==> config.mk <==
export PLATFORM = sky130hd
export DESIGN_NAME = alu_arb_sched
export DESIGN_NICKNAME = d
export VERILOG_FILES = /design/src/rtl/alu_pkg.sv /design/src/rtl/alu_core.sv /design/src/rtl/alu_arb_sched.sv
export SDC_FILE = /design/constraint.sdc
export NUM_CORES = 1
export LEC_CHECK = 0
export CAP_MARGIN = 20
export CORE_ASPECT_RATIO = 1.25
export CORE_MARGIN = 2
export CORE_UTILIZATION = 45
export CTS_CLUSTER_DIAMETER = 30
export DETAILED_ROUTE_END_ITERATION = 6
export HOLD_SLACK_MARGIN = 0.15
export PLACE_DENSITY = 0.69
export RECOVER_POWER = 50
export SLEW_MARGIN = 20
export SYNTH_ARGS = -nofsm -noshare
export SYNTH_HDL_FRONTEND = slang
export SYNTH_SLANG_ARGS = --single-unit
==> constraint.sdc <==
create_clock -name clk -period 11.01 [get_ports clk]
set_clock_uncertainty 0.15 [all_clocks]
set_input_delay 2.202 -clock clk [delete_from_list [all_inputs] [get_ports clk]]
set_output_delay 2.202 -clock clk [all_outputs]
set_load 0.02 [all_outputs]
==> src/rtl/alu_pkg.sv <==
// Shared types and widths for the ALU arbiter/scheduler.
//   op_e    : ALU opcode encoding (OP_ADD .. OP_DIV2)
//   state_e : scheduler FSM states
//   OPND_W  : operand width, RES_W : result width, CNT_W : EXEC counter width
package alu_pkg;

  localparam int OPND_W = 5;
  localparam int RES_W  = 10;
  localparam int CNT_W  = 3;

  typedef enum logic [2:0] {
    OP_ADD  = 3'b000,
    OP_SUB  = 3'b001,
    OP_MUL  = 3'b010,
    OP_AND  = 3'b011,
    OP_XOR  = 3'b100,
    OP_OR   = 3'b101,
    OP_MUL2 = 3'b110,
    OP_DIV2 = 3'b111
  } op_e;

  typedef enum logic [1:0] {
    ST_IDLE = 2'd0,
    ST_EXEC = 2'd1,
    ST_RESP = 2'd2
  } state_e;

endpackage

==> src/rtl/alu_core.sv <==
// Purely combinational 5-bit ALU.
// Ports:
//   a, b   : unsigned operands (OPND_W bits)
//   op     : opcode
//   result : zero-extended RES_W-bit result
module alu_core
  import alu_pkg::*;
(
  input  logic [OPND_W-1:0] a,
  input  logic [OPND_W-1:0] b,
  input  op_e               op,
  output logic [RES_W-1:0]  result
);

  // Carry-out bit of add and borrow-wrap of sub both live in bit OPND_W.
  logic [OPND_W:0] sum;
  logic [OPND_W:0] diff;

  assign sum  = {1'b0, a} + {1'b0, b};
  assign diff = {1'b0, a} - {1'b0, b};

  always_comb begin
    result = '0;
    case (op)
      OP_ADD:  result = RES_W'(sum);
      OP_SUB:  result = RES_W'(diff);
      OP_MUL:  result = RES_W'(a) * RES_W'(b);
      OP_AND:  result = RES_W'(a & b);
      OP_XOR:  result = RES_W'(a ^ b);
      OP_OR:   result = RES_W'(a | b);
      OP_MUL2: result = RES_W'({a, 1'b0});
      OP_DIV2: result = RES_W'(a >> 1);
      default: result = '0;
    endcase
  end

endmodule

==> src/rtl/alu_arb_sched.sv <==
// Shares one ALU between two requesters: round-robin arbitration, multi-cycle
// execute (multiply stretched by MUL_LAT), tagged result on one response port.
// Optional feature macro: ALU_ARB_STATS_EN adds per-requester grant counters.
// Ports:
//   clk, rst                  : clock, async active-high reset
//   req_valid/req_ready[1:0]  : request handshake per requester
//   req_a, req_b, req_op      : operands / opcode per requester
//   rsp_valid/rsp_ready       : response handshake
//   rsp_id, rsp_result        : owner and value of the result
//   busy                      : FSM not in IDLE
//   grant_cnt0/1              : (ALU_ARB_STATS_EN) accept counters, wrap at 16 bits
//
// state   | meaning
// IDLE    | arbitrate; accept one request if any is valid
// EXEC    | count down; register ALU result when counter is 0
// RESP    | hold result until rsp_ready
module alu_arb_sched
  import alu_pkg::*;
#(
  parameter int unsigned MUL_LAT = 2
) (
  input  logic                   clk,
  input  logic                   rst,
  input  logic [1:0]             req_valid,
  output logic [1:0]             req_ready,
  input  logic [1:0][OPND_W-1:0] req_a,
  input  logic [1:0][OPND_W-1:0] req_b,
  input  logic [1:0][2:0]        req_op,
  output logic                   rsp_valid,
  input  logic                   rsp_ready,
  output logic                   rsp_id,
  output logic [RES_W-1:0]       rsp_result,
  output logic                   busy
`ifdef ALU_ARB_STATS_EN
  ,
  output logic [15:0]            grant_cnt0,
  output logic [15:0]            grant_cnt1
`endif
);

  state_e             state_q, state_d;
  logic               ptr_q, ptr_d;   // last granted requester
  logic [OPND_W-1:0]  a_q, a_d, b_q, b_d;
  op_e                op_q, op_d;
  logic               id_q, id_d;
  logic [CNT_W-1:0]   cnt_q, cnt_d;
  logic [RES_W-1:0]   res_q, res_d;
  logic [RES_W-1:0]   alu_res;
  logic               gnt_id;

  alu_core u_alu_core (
    .a      (a_q),
    .b      (b_q),
    .op     (op_q),
    .result (alu_res)
  );

  always_comb begin
    state_d   = state_q;
    ptr_d     = ptr_q;
    a_d       = a_q;
    b_d       = b_q;
    op_d      = op_q;
    id_d      = id_q;
    cnt_d     = cnt_q;
    res_d     = res_q;
    req_ready = '0;

    case (req_valid)
      2'b01:   gnt_id = 1'b0;
      2'b10:   gnt_id = 1'b1;
      default: gnt_id = ~ptr_q;
    endcase

    case (state_q)
      ST_IDLE: begin
        // rst gating keeps req_ready at its reset value while reset is held.
        if (|req_valid && !rst) begin
          req_ready[gnt_id] = 1'b1;
          ptr_d   = gnt_id;
          id_d    = gnt_id;
          a_d     = req_a[gnt_id];
          b_d     = req_b[gnt_id];
          op_d    = op_e'(req_op[gnt_id]);
          cnt_d   = (op_e'(req_op[gnt_id]) == OP_MUL) ? CNT_W'(MUL_LAT) : '0;
          state_d = ST_EXEC;
        end
      end
      ST_EXEC: begin
        if (cnt_q == '0) begin
          res_d   = alu_res;
          state_d = ST_RESP;
        end else begin
          cnt_d = cnt_q - 1'b1;
        end
      end
      ST_RESP: begin
        if (rsp_ready) state_d = ST_IDLE;
      end
      default: state_d = ST_IDLE;
    endcase
  end

  always_ff @(posedge clk or posedge rst) begin
    if (rst) begin
      state_q <= ST_IDLE;
      ptr_q   <= 1'b1;
      a_q     <= '0;
      b_q     <= '0;
      op_q    <= OP_ADD;
      id_q    <= 1'b0;
      cnt_q   <= '0;
      res_q   <= '0;
    end else begin
      state_q <= state_d;
      ptr_q   <= ptr_d;
      a_q     <= a_d;
      b_q     <= b_d;
      op_q    <= op_d;
      id_q    <= id_d;
      cnt_q   <= cnt_d;
      res_q   <= res_d;
    end
  end

  assign rsp_valid  = (state_q == ST_RESP);
  assign rsp_id     = id_q;
  assign rsp_result = res_q;
  assign busy       = (state_q != ST_IDLE);

`ifdef ALU_ARB_STATS_EN
  logic [15:0] gcnt0_q, gcnt0_d, gcnt1_q, gcnt1_d;

  always_comb begin
    gcnt0_d = gcnt0_q + 16'(req_ready[0]);
    gcnt1_d = gcnt1_q + 16'(req_ready[1]);
  end

  always_ff @(posedge clk or posedge rst) begin
    if (rst) begin
      gcnt0_q <= '0;
      gcnt1_q <= '0;
    end else begin
      gcnt0_q <= gcnt0_d;
      gcnt1_q <= gcnt1_d;
    end
  end

  assign grant_cnt0 = gcnt0_q;
  assign grant_cnt1 = gcnt1_q;
`endif

endmodule

==> results of run 1 <==
worst paths after layout:
check,start,end,slack (ps),cells after the start
min reg2reg,rsp_result[6],rsp_result[6],320,2
max reg2reg,a_q[2],rsp_result[4],7190,12
min in group asynchronous,rst,rsp_result[8],2820,3
max,req_valid[0],req_ready[1],4000,6
min,rsp_result[6],rsp_result[6],320,2
max in group asynchronous,rst,b_q[2],6960,3
final cells by class:
| type | count | area [sq um] |
|---|---|---|
| clock buffer | 7 | 86.3 |
| clock inverter | 1 | 5.00 |
| fill | 576 | 2710 |
| inverter | 34 | 128 |
| multi-input combinational | 242 | 1870 |
| sequential | 30 | 752 |
| tap | 85 | 106 |
| timing repair buffer | 47 | 462 |
synthesized netlist by cell type, types with 5 or more instances:
cell | number | area, sq um
sky130_fd_sc_hd__a211oi_1 | 6 | 45.0
sky130_fd_sc_hd__a21o_1 | 5 | 37.5
sky130_fd_sc_hd__a21oi_1 | 10 | 50.1
sky130_fd_sc_hd__dfrtp_1 | 29 | 726
sky130_fd_sc_hd__fa_1 | 10 | 200
sky130_fd_sc_hd__ha_1 | 38 | 475
sky130_fd_sc_hd__inv_1 | 29 | 109
sky130_fd_sc_hd__mux2i_1 | 17 | 170
sky130_fd_sc_hd__nand2_1 | 38 | 143
sky130_fd_sc_hd__nand2b_1 | 6 | 37.5
sky130_fd_sc_hd__nor2_1 | 22 | 82.6
sky130_fd_sc_hd__o21ai_1 | 25 | 125
sky130_fd_sc_hd__xnor2_1 | 5 | 43.8
sky130_fd_sc_hd__xor2_1 | 5 | 43.8
sequential cells by signal, indices dropped and copies added (netlist names):
| signal | count |
|---|---|
| ptr_q | 1 |
| rsp_result | 10 |
| cnt_q | 3 |
| op_q | 3 |
| b_q | 5 |
| rsp_id | 1 |
| a_q | 5 |
| state_q | 2 |
metal layers:
| layer | part of all wire (%) | track usage [%] | vias up |
|---|---|---|---|
| met5 | 0 | 0 | - |
| met4 | 1.8 | 6.25 | 0 |
| met3 | 3.3 | 2.94 | 7 |
| met2 | 51 | 33.6 | 51 |
| met1 | 43 | 25.2 | 1132 |
| li1 | - | - | 1180 |
kinds of logic after synthesis:
family                   count (synthesis)
AO/OA/AOI/OAI                           73
XOR/XNOR                                10
adder cells (fa/ha/maj)                 48
buffers and inverters                   45
flip-flops                              30
multiplexers                            22
AND/OR/NAND/NOR                         89
power breakdown:
| part | internal (mW) | switching, mW | leakage (nW) |
|---|---|---|---|
| registers | 0.158 | 0.0830 | 0.379 |
| clock network | 0.0504 | 0.0445 | 0.0482 |
| logic | 0.322 | 0.375 | 1.20 |
| total | 0.530 | 0.503 | 1.63 |
per-stage QoR:
step	area, sq um	hold WS [ps]
finish	3410	316
global route	3410	341
CTS	3420	327
detailed placement	3330	310
global placement	3330	311
floorplan	2820	344
worst reg2reg max path: cells and delay by family, from the launching register on:
kind / cells / cell delay [ps]
adder cells (fa/ha/maj): 5 / 2130
flip-flops: 1 / 500
buffers and inverters: 2 / 120
XOR/XNOR: 1 / 160
AO/OA/AOI/OAI: 4 / 660
layout by cell type (no fill, tap or decap), drive strengths merged, types with 8 or more instances in the layout:
cell and instances:
clkdlybuf4s50 42, fa 10, nor2 22, a21oi 11, inv 33, nand2 38
mux2i 18, clkbuf 8, ha 38, dfrtp 29, o21ai 28
==> results.txt, run 1 <==
- Result of the run: finished with violations
- The final reports fail on max-capacitance violations, max-slew violations.
- Leakage power: 1.63 nW
* Number of global-route vias before repair: 2340
* Power density over the cells: 303 nW/um^2
* Portion of netlist area occupied by mux cells: 8.13%
* Fmax: 143 MHz
- Post-layout total power: 1.03 mW
- Effective utilization at floorplan: 46.0%
* Kind of critical path: in2out
* Highest fanout seen on the critical path: 30
* Post-detailed-route wirelength per cell: 13.9 um
* Post-CTS Setup Bufs: 0
- Summing the areas of all fa, ha and maj instances in the mapped netlist gives 24.0% of the synthesized area.
* RSZ-0062 raised after global routing: no
- Net count after synthesis: 396
- Fraction of final layout cells sized beyond drive strength 1: 5.82%
* Master cell of the clock root buffer: sky130_fd_sc_hd__clkbuf_8
- Compound-Gate Fraction of Synth Area: 16.1%
* Drt first-iter violations: 171
* Post-detail-place hpwl: 4950 um
- In the synthesized netlist the dominant register cell turns out to be sky130_fd_sc_hd__dfrtp_1.
- Clock transition at the register clock pins on the worst setup and hold paths after CTS: 70 ps
- For this run, the total global-route usage over all layers was measured as 19.7%.
- GR Overflow Total: 0
- The number of antenna diodes in the final layout is 0.
- Cell count after placement: 438
- Summing the areas of all xor and xnor instances in the mapped netlist gives 3.11% of the synthesized area.
* Worst hold path type: reg2reg
- TritonCTS built the clock tree.
- Counting flops with an async set or reset pin after synthesis yields a share of 100%.
- Global-route wire length before repair: 10700 um
- Data required, critical path: 8660 ps
- Vias per Instance: 5.31
* Mean instance size in the synthesized netlist: 8.88 sq um
- Overall via count from detail_route: 2370
- Count of buffers from port buffering: 45
- In this design, the stage delay of the slowest critical-path cell is 730 ps.
* Slowest cell on crit path: sky130_fd_sc_hd__or3_1
- Post-detailed-route DRC marker count: 0
- Die Wd: 74.7 um
- Worst path buffer plus inverter count: 3
- After floorplanning, the core was sized to cover 6130 sq um.
- CTS H-tree lvls: 2
- STA classifies the critical path endpoint as an output pin.
- Number of max-slew violations in the final report: 31
- # resized after CTS: 0
* Max Cap Viol: 1
* Antenna violations before repair: 0
- Total clock buffers created by CTS: 5
* Area fraction in and, or, nand and nor cells after synthesis: 15.2%
- Worst vdd rail ir drop: 0.137 mV
* Fin crit period: 7010 ps
- Proportion of synthesized chip area in sequential cells: 26.7%
* Placement Rows: 32
- Number of nets still failing antenna checks after routing: 0
* CTS Buffer Depth: 2
- The die covers 6910 sq um.
- Sequence of cells on the critical path: dlygate4sd3_1 -> inv_1 -> ha_1 -> or3_1 -> nor2_1 -> clkdlybuf4s50_1
* Top-level I/O count: 46
* CTS hold repair buffers: 0
* Clk sinks: 30
* Last weighted congestion value of the routability-driven placer: 0.881
- Worst Tran Pin Value: 1620 ps
- Number of distinct standard cells referenced by the synthesized netlist: 53
- Number of warnings reported in the yosys synthesis log: 0
* Number of instances in the synthesized netlist: 317
- At the worst endpoint, the arrival time is 4660 ps.
* Largest net degree at the start of global routing: 31
* Pre-CTS setup slack: 4050 ps
- Post-layout utilization of the core: 55.7%
* # nets final: 439
- Counting flops with a built-in enable in the synthesized netlist gives 0.
- Skew-Pair Late Insertion Delay: 280 ps
- After synthesis, the largest family of logic cells by area is adder cells.
- Slew Limit Headroom: -7.74%
- Sort of element at the start of the critical path: primary input
- Netlist area before placement: 2820 sq um
- Die boundary height: 92.4 um
* Non-Filler Instances: 446
* Count of final setup violators: 0
- Final hold vios: 0
- Crit path setup slack, layout: 4000 ps
* Setup_tns: 0 ps
* DR pass1 iterations: 4
* Delay-heaviest family, CP: buffers and inverters
- Synthesis inferred 30 register bits.
- Synthesis-to-finish area growth: 21.2%
- The final layout contains routed wiring with a total length of 6200 um.
- After layout, the worst path uses 63.7% of the clock period.
No activity file was read; power rests on OpenSTA's default activity.
==> inputs of run 2 (changes only) <==
==> constraint.sdc (replaced) <==
create_clock -name clk -period 6.7 [get_ports clk]
set_clock_uncertainty 0.15 [all_clocks]
set_input_delay 1.34 -clock clk [delete_from_list [all_inputs] [get_ports clk]]
set_output_delay 1.34 -clock clk [all_outputs]
set_load 0.02 [all_outputs]
==> run 2 against run 1 <==
  * The run still ends with max-capacitance violations, max-slew violations left
  * Utilization unchanged
  * Critical path depth unchanged
  * Routed wire length decreased by 2.1%
  * Largest power group unchanged
  * Highest routed layer unchanged
  * Die area unchanged
  * Total power increased by 65%
  * Non-clock buffer count unchanged
  * Sequential share of layout area unchanged
  * Worst setup slack got worse by 2600 ps
  * Global-route usage decreased by 0.61 points
==> results.txt, run 2 (synthesis gave the netlist of run 1 again) <==
* Result of the run: finished with violations
- Violations in the final reports: max-capacitance violations, max-slew violations
- Final clock period utilization by the worst path: 78.8%
* Number of nets still failing antenna checks after routing: 0 (unchanged)
- Register-to-Register Setup Slack: 2830 ps (-4360 ps)
- The total power per unit cell area is 498 nW/um^2 (+65%).
* Worst hold path type: reg2reg
* Die area: 6910 sq um (unchanged)
* Count of final setup violators: 0 (unchanged)
- The delay contributed by the slowest stage of the critical path is 720 ps (about the same).
- Fmax: 189 MHz
* GR Util All Layers: 19.1% (-0.61 points)
- Final worst hold slack: 317 ps (+0.995 ps)
* Post-detailed-route wirelength per cell: 13.6 um (-2.1%)
- The number of placed I/O pins is 46 (unchanged).
- The routed wire length was 6070 um (-2.1%).
* Worst Tran Pin Value: 1590 ps (-27.6 ps)
- The part of the total power dissipated in combinational logic was 67.6% (about the same).
- DR pass1 iterations: 4 (unchanged)
- Traced cell by cell, the critical path runs through dlygate4sd3_1 -> inv_1 -> ha_1 -> or3_1 -> nor2_1 -> clkdlybuf4s50_1.
* # resized after CTS: 0 (unchanged)
- Die Wd: 74.7 um (unchanged)
- Number of global-route vias before repair: 2326 (-0.60%)
- Number of filler cells placed in the layout: 563 (-2.3%)
* Sort of element at the start of the critical path: primary input
* Clk sinks: 30 (unchanged)
- The highest ir drop seen on vdd was 0.257 mV (+87%).
- The number of vias per cell came to 5.23 (-1.6%).
* Effective utilization at floorplan: 46.0% (unchanged)
- The worst-case headroom to the max-slew limit came to -5.90% (+1.8 points).
- Count of buffers from port buffering: 45 (unchanged)
* Kind of critical path: in2out
- Post-layout total power: 1.70 mW (+65%)
- Internal: 0.873 mW (+65%)
- In this run the clock root is driven by a sky130_fd_sc_hd__clkbuf_8.
* Highest fanout seen on the critical path: 30 (unchanged)
- Cell count after placement: 438 (unchanged)
- Placement Rows: 32 (unchanged)
- Largest register FFs: 10 (unchanged)
* Kind of end point of the critical path: output pin
* Clock Power Share: 8.9% (-0.3 points)
- The net switching fraction of the power was 48.7% (about the same).
- Number of max-slew violations in the final report: 31 (unchanged)
- Core Region: 6130 sq um (unchanged)
- TritonCTS built the clock tree.
- The number of diodes is 0 (unchanged).
* CTS hold repair buffers: 0 (unchanged)
* Synthesis-to-finish area growth: 21.2% (unchanged)
- The count of maximum capacitance violations came to 1 (unchanged).
- The clock latency of the later-clocked register in the worst-skew pair is 280 ps (about the same).
- Net Sw Power: 0.827 mW (+65%)
- The startpoint identified for the worst register-to-register timing path is a_q[2].
- Data arrival time of the critical path: 3790 ps (-870 ps)
* Post-detail-place hpwl: 4860 um (-1.9%)
- Fin crit period: 5280 ps
* RSZ-0062 raised after global routing: no
* Final hold vios: 0 (unchanged)
* Portion of total power attributed to sequential cells: 23.5% (+0.2 points)
* Fraction of final layout cells sized beyond drive strength 1: 5.82% (unchanged)
* Most common cell after layout, fill and taps aside: sky130_fd_sc_hd__clkdlybuf4s50_1
- The maximum number of pins on one net before global-route repair was 31 (unchanged).
- The number of levels in the clock H-tree came to 2 (unchanged).
- The number of violations reported at the end of detailed-routing iteration 0 was 101 (-41%).
* Slowest cell on crit path: sky130_fd_sc_hd__or3_1
* CTS Buffer Depth: 2 (unchanged)
- The initial antenna violation count is 0 (unchanged).
- The clock-pin slew on the worst setup and hold paths came to 60 ps (about the same).
* Beginning of the worst hold path: rsp_result[6]
- The residual overflow from global routing was 0 (unchanged).
* Data required, critical path: 5210 ps (-3450 ps)
- The number of remaining DRC errors is 0 (unchanged).
- Post-CTS Setup Bufs: 0 (unchanged)
- Setup_tns: 0 ps (unchanged)
- The placer congestion estimate was 0.861 (-2.2%).
* Global-route wire length before repair: 10300 um (-3.5%)
* Most used cells in the layout excluding fill and tap cells: 39 x sky130_fd_sc_hd__clkdlybuf4s50_1, 38 x sky130_fd_sc_hd__nand2_1, 38 x sky130_fd_sc_hd__ha_1
- The count of vias placed by the detailed router is 2333 (-1.6%).
* Beginning of the critical path: req_valid[1]
- # nets final: 439 (unchanged)
- Die boundary height: 92.4 um (unchanged)
* Total clock buffers created by CTS: 5 (unchanged)
- Leakage power: 1.63 nW (+0.44%)
- Post-layout utilization of the core: 55.7% (unchanged)
- Non-Filler Instances: 446 (unchanged)
run 2: cell types whose count changed in the layout (fill, tap and decap cells not counted):
cell                              change
sky130_fd_sc_hd__o21ai_1              +2
sky130_fd_sc_hd__clkdlybuf4s50_1      -3
sky130_fd_sc_hd__o21ai_0              -2
sky130_fd_sc_hd__dlygate4sd3_1        +3
run 2: critical path: cells and delay by family:
family | cells | cell delay [ps]
adders and majority gates | 1 | 180
and+or+nand+nor | 2 | 1020
buffers and inverters | 3 | 1250
run 2: metrics by stage:
step,cell area [sq um],setup slack [ps]
after global placement,3330,1500
final,3410,1420
after floorplan,2820,2570
after global routing,3410,1210
after detailed placement,3330,1460
after CTS,3420,1450
run 2: layout make-up:
cell class	count	area (sq um)	share of cell area, %
multi-input cells	242	1870	54.9
flip-flops and latches	30	752	22.0
repair buffers	47	462	13.5
inverters	34	128	3.74
well taps	85	106	3.12
clock buffers	7	86.3	2.53
clock inverters	1	5.00	0.147
run 2: power by group through the flow:
stage                     Sequential [mW]  Combinational [mW]  Clock (mW)
after CTS                           0.399                1.17       0.156
after floorplan                     0.360               0.891           0
after detailed placement            0.401                1.16           0
after global routing                0.417                1.29       0.165
after global placement              0.399                1.13           0
final                               0.400                1.15       0.152
run 2: worst paths after layout:
| kind | to | depth (start not counted) |
|---|---|---|
| setup / recovery | req_ready[1] | 6 |
| setup reg to reg | rsp_result[4] | 12 |
| hold / removal | rsp_result[6] | 2 |
| min in group asynchronous | cnt_q[2] | 3 |
| hold reg to reg | rsp_result[6] | 2 |
| max in group asynchronous | b_q[1] | 3 |
run 2: routing by layer:
| metal | global-route usage (%) | up-vias | wire [um] |
|---|---|---|---|
| met4 | 6.25 | 0 | 157 |
| met3 | 3.37 | 15 | 180 |
| met5 | 0 | - | 0 |
| met2 | 32.3 | 52 | 3020 |
| met1 | 24.2 | 1087 | 2720 |
| li1 | - | 1179 | - |
==> inputs of run 3 (changes only) <==
==> constraint.sdc (replaced) <==
create_clock -name clk -period 4.9 [get_ports clk]
set_clock_uncertainty 0.15 [all_clocks]
set_input_delay 0.98 -clock clk [delete_from_list [all_inputs] [get_ports clk]]
set_output_delay 0.98 -clock clk [all_outputs]
set_load 0.02 [all_outputs]
==> run 3 against run 2 <==
  * The flow now finishes without violations
  * Via count rose by 2.1%
  * Total power up 36%
  * Sequential share of layout area hardly changed
  * Clock power up 36%
  * First-iteration DRC count up 5.9%
  * Worst hold slack better by 3.9 ps
  * Critical path depth rose by 1
  * Sequential power is 35% higher
  * Register-to-register slack got worse by 1700 ps
  * Critical endpoint unchanged
  * Combinational power rose by 36%
  * Critical path type unchanged
  * Final area about the same
  * Global-route usage grew 1.4 points
==> results.txt, run 3 (synthesis gave the netlist of run 1 again) <==
- Worst hold path type: reg2reg
- The summed negative setup slack over all endpoints is 0 ps (unchanged).
* Skew-Pair Late Insertion Delay: 290 ps (about the same)
- Setup repair after global routing left no endpoint under its margin.
* Diodes inserted: 0 (unchanged)
- Placement Rows: 32 (unchanged)
* Beginning of the worst hold path: rsp_result[4]
* Most common cell after layout, fill and taps aside: sky130_fd_sc_hd__clkdlybuf4s50_1
- CTS Buffer Depth: 2 (unchanged)
* Largest net degree at the start of global routing: 30 (-3.2%)
- The number of levels in the clock H-tree came to 2 (unchanged).
* Vias per Instance: 5.33 (+1.9%)
- The core area was 6130 sq um (unchanged).
* Number of nets still failing antenna checks after routing: 0 (unchanged)
- The utilization after layout is 55.8% (about the same).
* GR Overflow Total: 0 (unchanged)
- The number of buffers created by CTS is 5 (unchanged).
* Data arrival time of the critical path: 3090 ps (-700 ps)
- CTS hold repair buffers: 0 (unchanged)
- The total instance count after detailed placement is 439 (+0.23%).
* Top-level I/O count: 46 (unchanged)
- Result of the run: complete, no violations
* Power density over the cells: 676 nW/um^2 (+36%)
- The count of maximum capacitance violations is 0 (-1).
- The post-CTS setup-driven buffer insertion count was 0 (unchanged).
- Sort of element at the start of the critical path: primary input
- The count of input and output buffers is 45 (unchanged).
* CTS tree: built
- Leaving out fill and tap cells, the most frequent cells in the layout are 39 x sky130_fd_sc_hd__clkdlybuf4s50_1, 38 x sky130_fd_sc_hd__nand2_1, 38 x sky130_fd_sc_hd__ha_1.
- Launch point of the worst reg-to-reg path: a_q[2]
- Last weighted congestion value of the routability-driven placer: 0.868 (+0.80%)
* Highest fanout seen on the critical path: 16 (-47%)
- Slew Limit Headroom: 43.2% (+49 points)
* Master cell of the clock root buffer: sky130_fd_sc_hd__clkbuf_8
- Leakage power: 1.63 nW (-0.12%)
- The number of nets in the final layout came to 440 (+0.23%).
* Largest register FFs: 10 (unchanged)
- Worst vdd rail ir drop: 0.363 mV (+42%)
* # resized after CTS: 0 (unchanged)
* Kind of critical path: in2out
- Data required, critical path: 3770 ps (-1440 ps)
- The total of endpoints with negative setup slack in the final report is 0 (unchanged).
* Fin crit period: 4220 ps
* Clock transition at the register clock pins on the worst setup and hold paths after CTS: 70 ps (about the same)
* Fraction of final layout cells sized beyond drive strength 1: 5.52% (-0.29 points)
- Die area: 6910 sq um (unchanged)
- In this run the critical register-to-register path is captured at rsp_result[4].
- Number of filler cells placed in the layout: 588 (+4.4%)
* Antenna violations before repair: 0 (unchanged)
- The count of pins over their slew limit came to 0 (-100%).
* Non-Filler Instances: 447 (+0.22%)
- The floorplan die height was 92.4 um (unchanged).
- Hold EP: rsp_result[4]
* DR pass1 iterations: 4 (unchanged)
* Instance count along the most critical hold path: 1 (-1)
* Pre-CTS setup slack: 753 ps (-706 ps)
- Drt first-iter violations: 107 (+5.9%)
* Final wirelength: 6270 um (+3.3%)
* Final hold vios: 0 (unchanged)
* Worst Tran Pin Value: 852 ps (-737 ps)
- The path depth of the worst reg2reg path is 12 (unchanged).
- STA classifies the critical path endpoint as an output pin.
- The detailed placement HPWL came to 5090 um (+4.9%).
- Synthesis-to-finish area growth: 21.3% (about the same)
* Effective utilization at floorplan: 46.0% (unchanged)
- Global-route wire length before repair: 11100 um (+7.3%)
- Post-detailed-route wirelength per cell: 14.0 um (+3.0%)
- The slack of the worst reg-to-reg path was 1130 ps (-1700 ps).
* Clk sinks: 30 (unchanged)
* Crit path setup slack, layout: 682 ps (-737 ps)
- Fmax: 237 MHz
- The number of remaining DRC errors is 0 (unchanged).
* Overall via count from detail_route: 2382 (+2.1%)
- Die Wd: 74.7 um (unchanged)
* Post-layout total power: 2.31 mW (+36%)
- GR Util All Layers: 20.5% (+1.4 points)
* Final clock period utilization by the worst path: 86.1%
- The via count of the first global-routing pass was 2477 (+6.5%).
-- run 3: critical path, cell delays in order --
cell and delay (ps):
sky130_fd_sc_hd__dlygate4sd3_1 560, sky130_fd_sc_hd__inv_1 60, sky130_fd_sc_hd__ha_1 290, sky130_fd_sc_hd__mux2i_2 160
sky130_fd_sc_hd__buf_4 220, sky130_fd_sc_hd__nor2_1 180, sky130_fd_sc_hd__clkdlybuf4s50_1 630
-- run 3: area by class of cell --
type	instances	area, sq um	area share (%)
Clock buffer	8	90.1	2.64
Tap cell	85	106	3.11
Inverter	34	128	3.74
Sequential cell	30	752	22.0
Multi-Input combinational cell	242	1870	54.8
Timing Repair Buffer	48	469	13.7
-- run 3: worst max path at each step --
stage,startpoint,slack [ps],end
detailed placement,req_valid[1],750,req_ready[1]
floorplan,a_q[2],1410,rsp_result[4]
finish,req_valid[1],680,req_ready[1]
global placement,req_valid[0],810,req_ready[1]
CTS,req_valid[1],740,req_ready[1]
global route,req_valid[1],560,req_ready[1]
-- run 3: through the flow --
stage                     instance area [sq um]  hold WS, ps
after floorplan                            2820          344
after global placement                     3330          312
after detailed placement                   3330          313
after CTS                                  3420          330
after global routing                       3420          356
final                                      3420          321
-- run 3: where the power goes --
| part | switching, mW | internal (mW) |
|---|---|---|
| sequential | 0.185 | 0.355 |
| clock | 0.0914 | 0.114 |
| combinational | 0.841 | 0.723 |
-- run 3: layer usage --
metal,GRT usage (%),share of wire (%),vias up,wire (um)
li1,-,-,1183,-
met1,25.0,42,1125,2630
met2,35.8,52,57,3270
met3,4.13,3.5,17,219
met4,5.95,2.4,0,149
met5,0,0,-,0
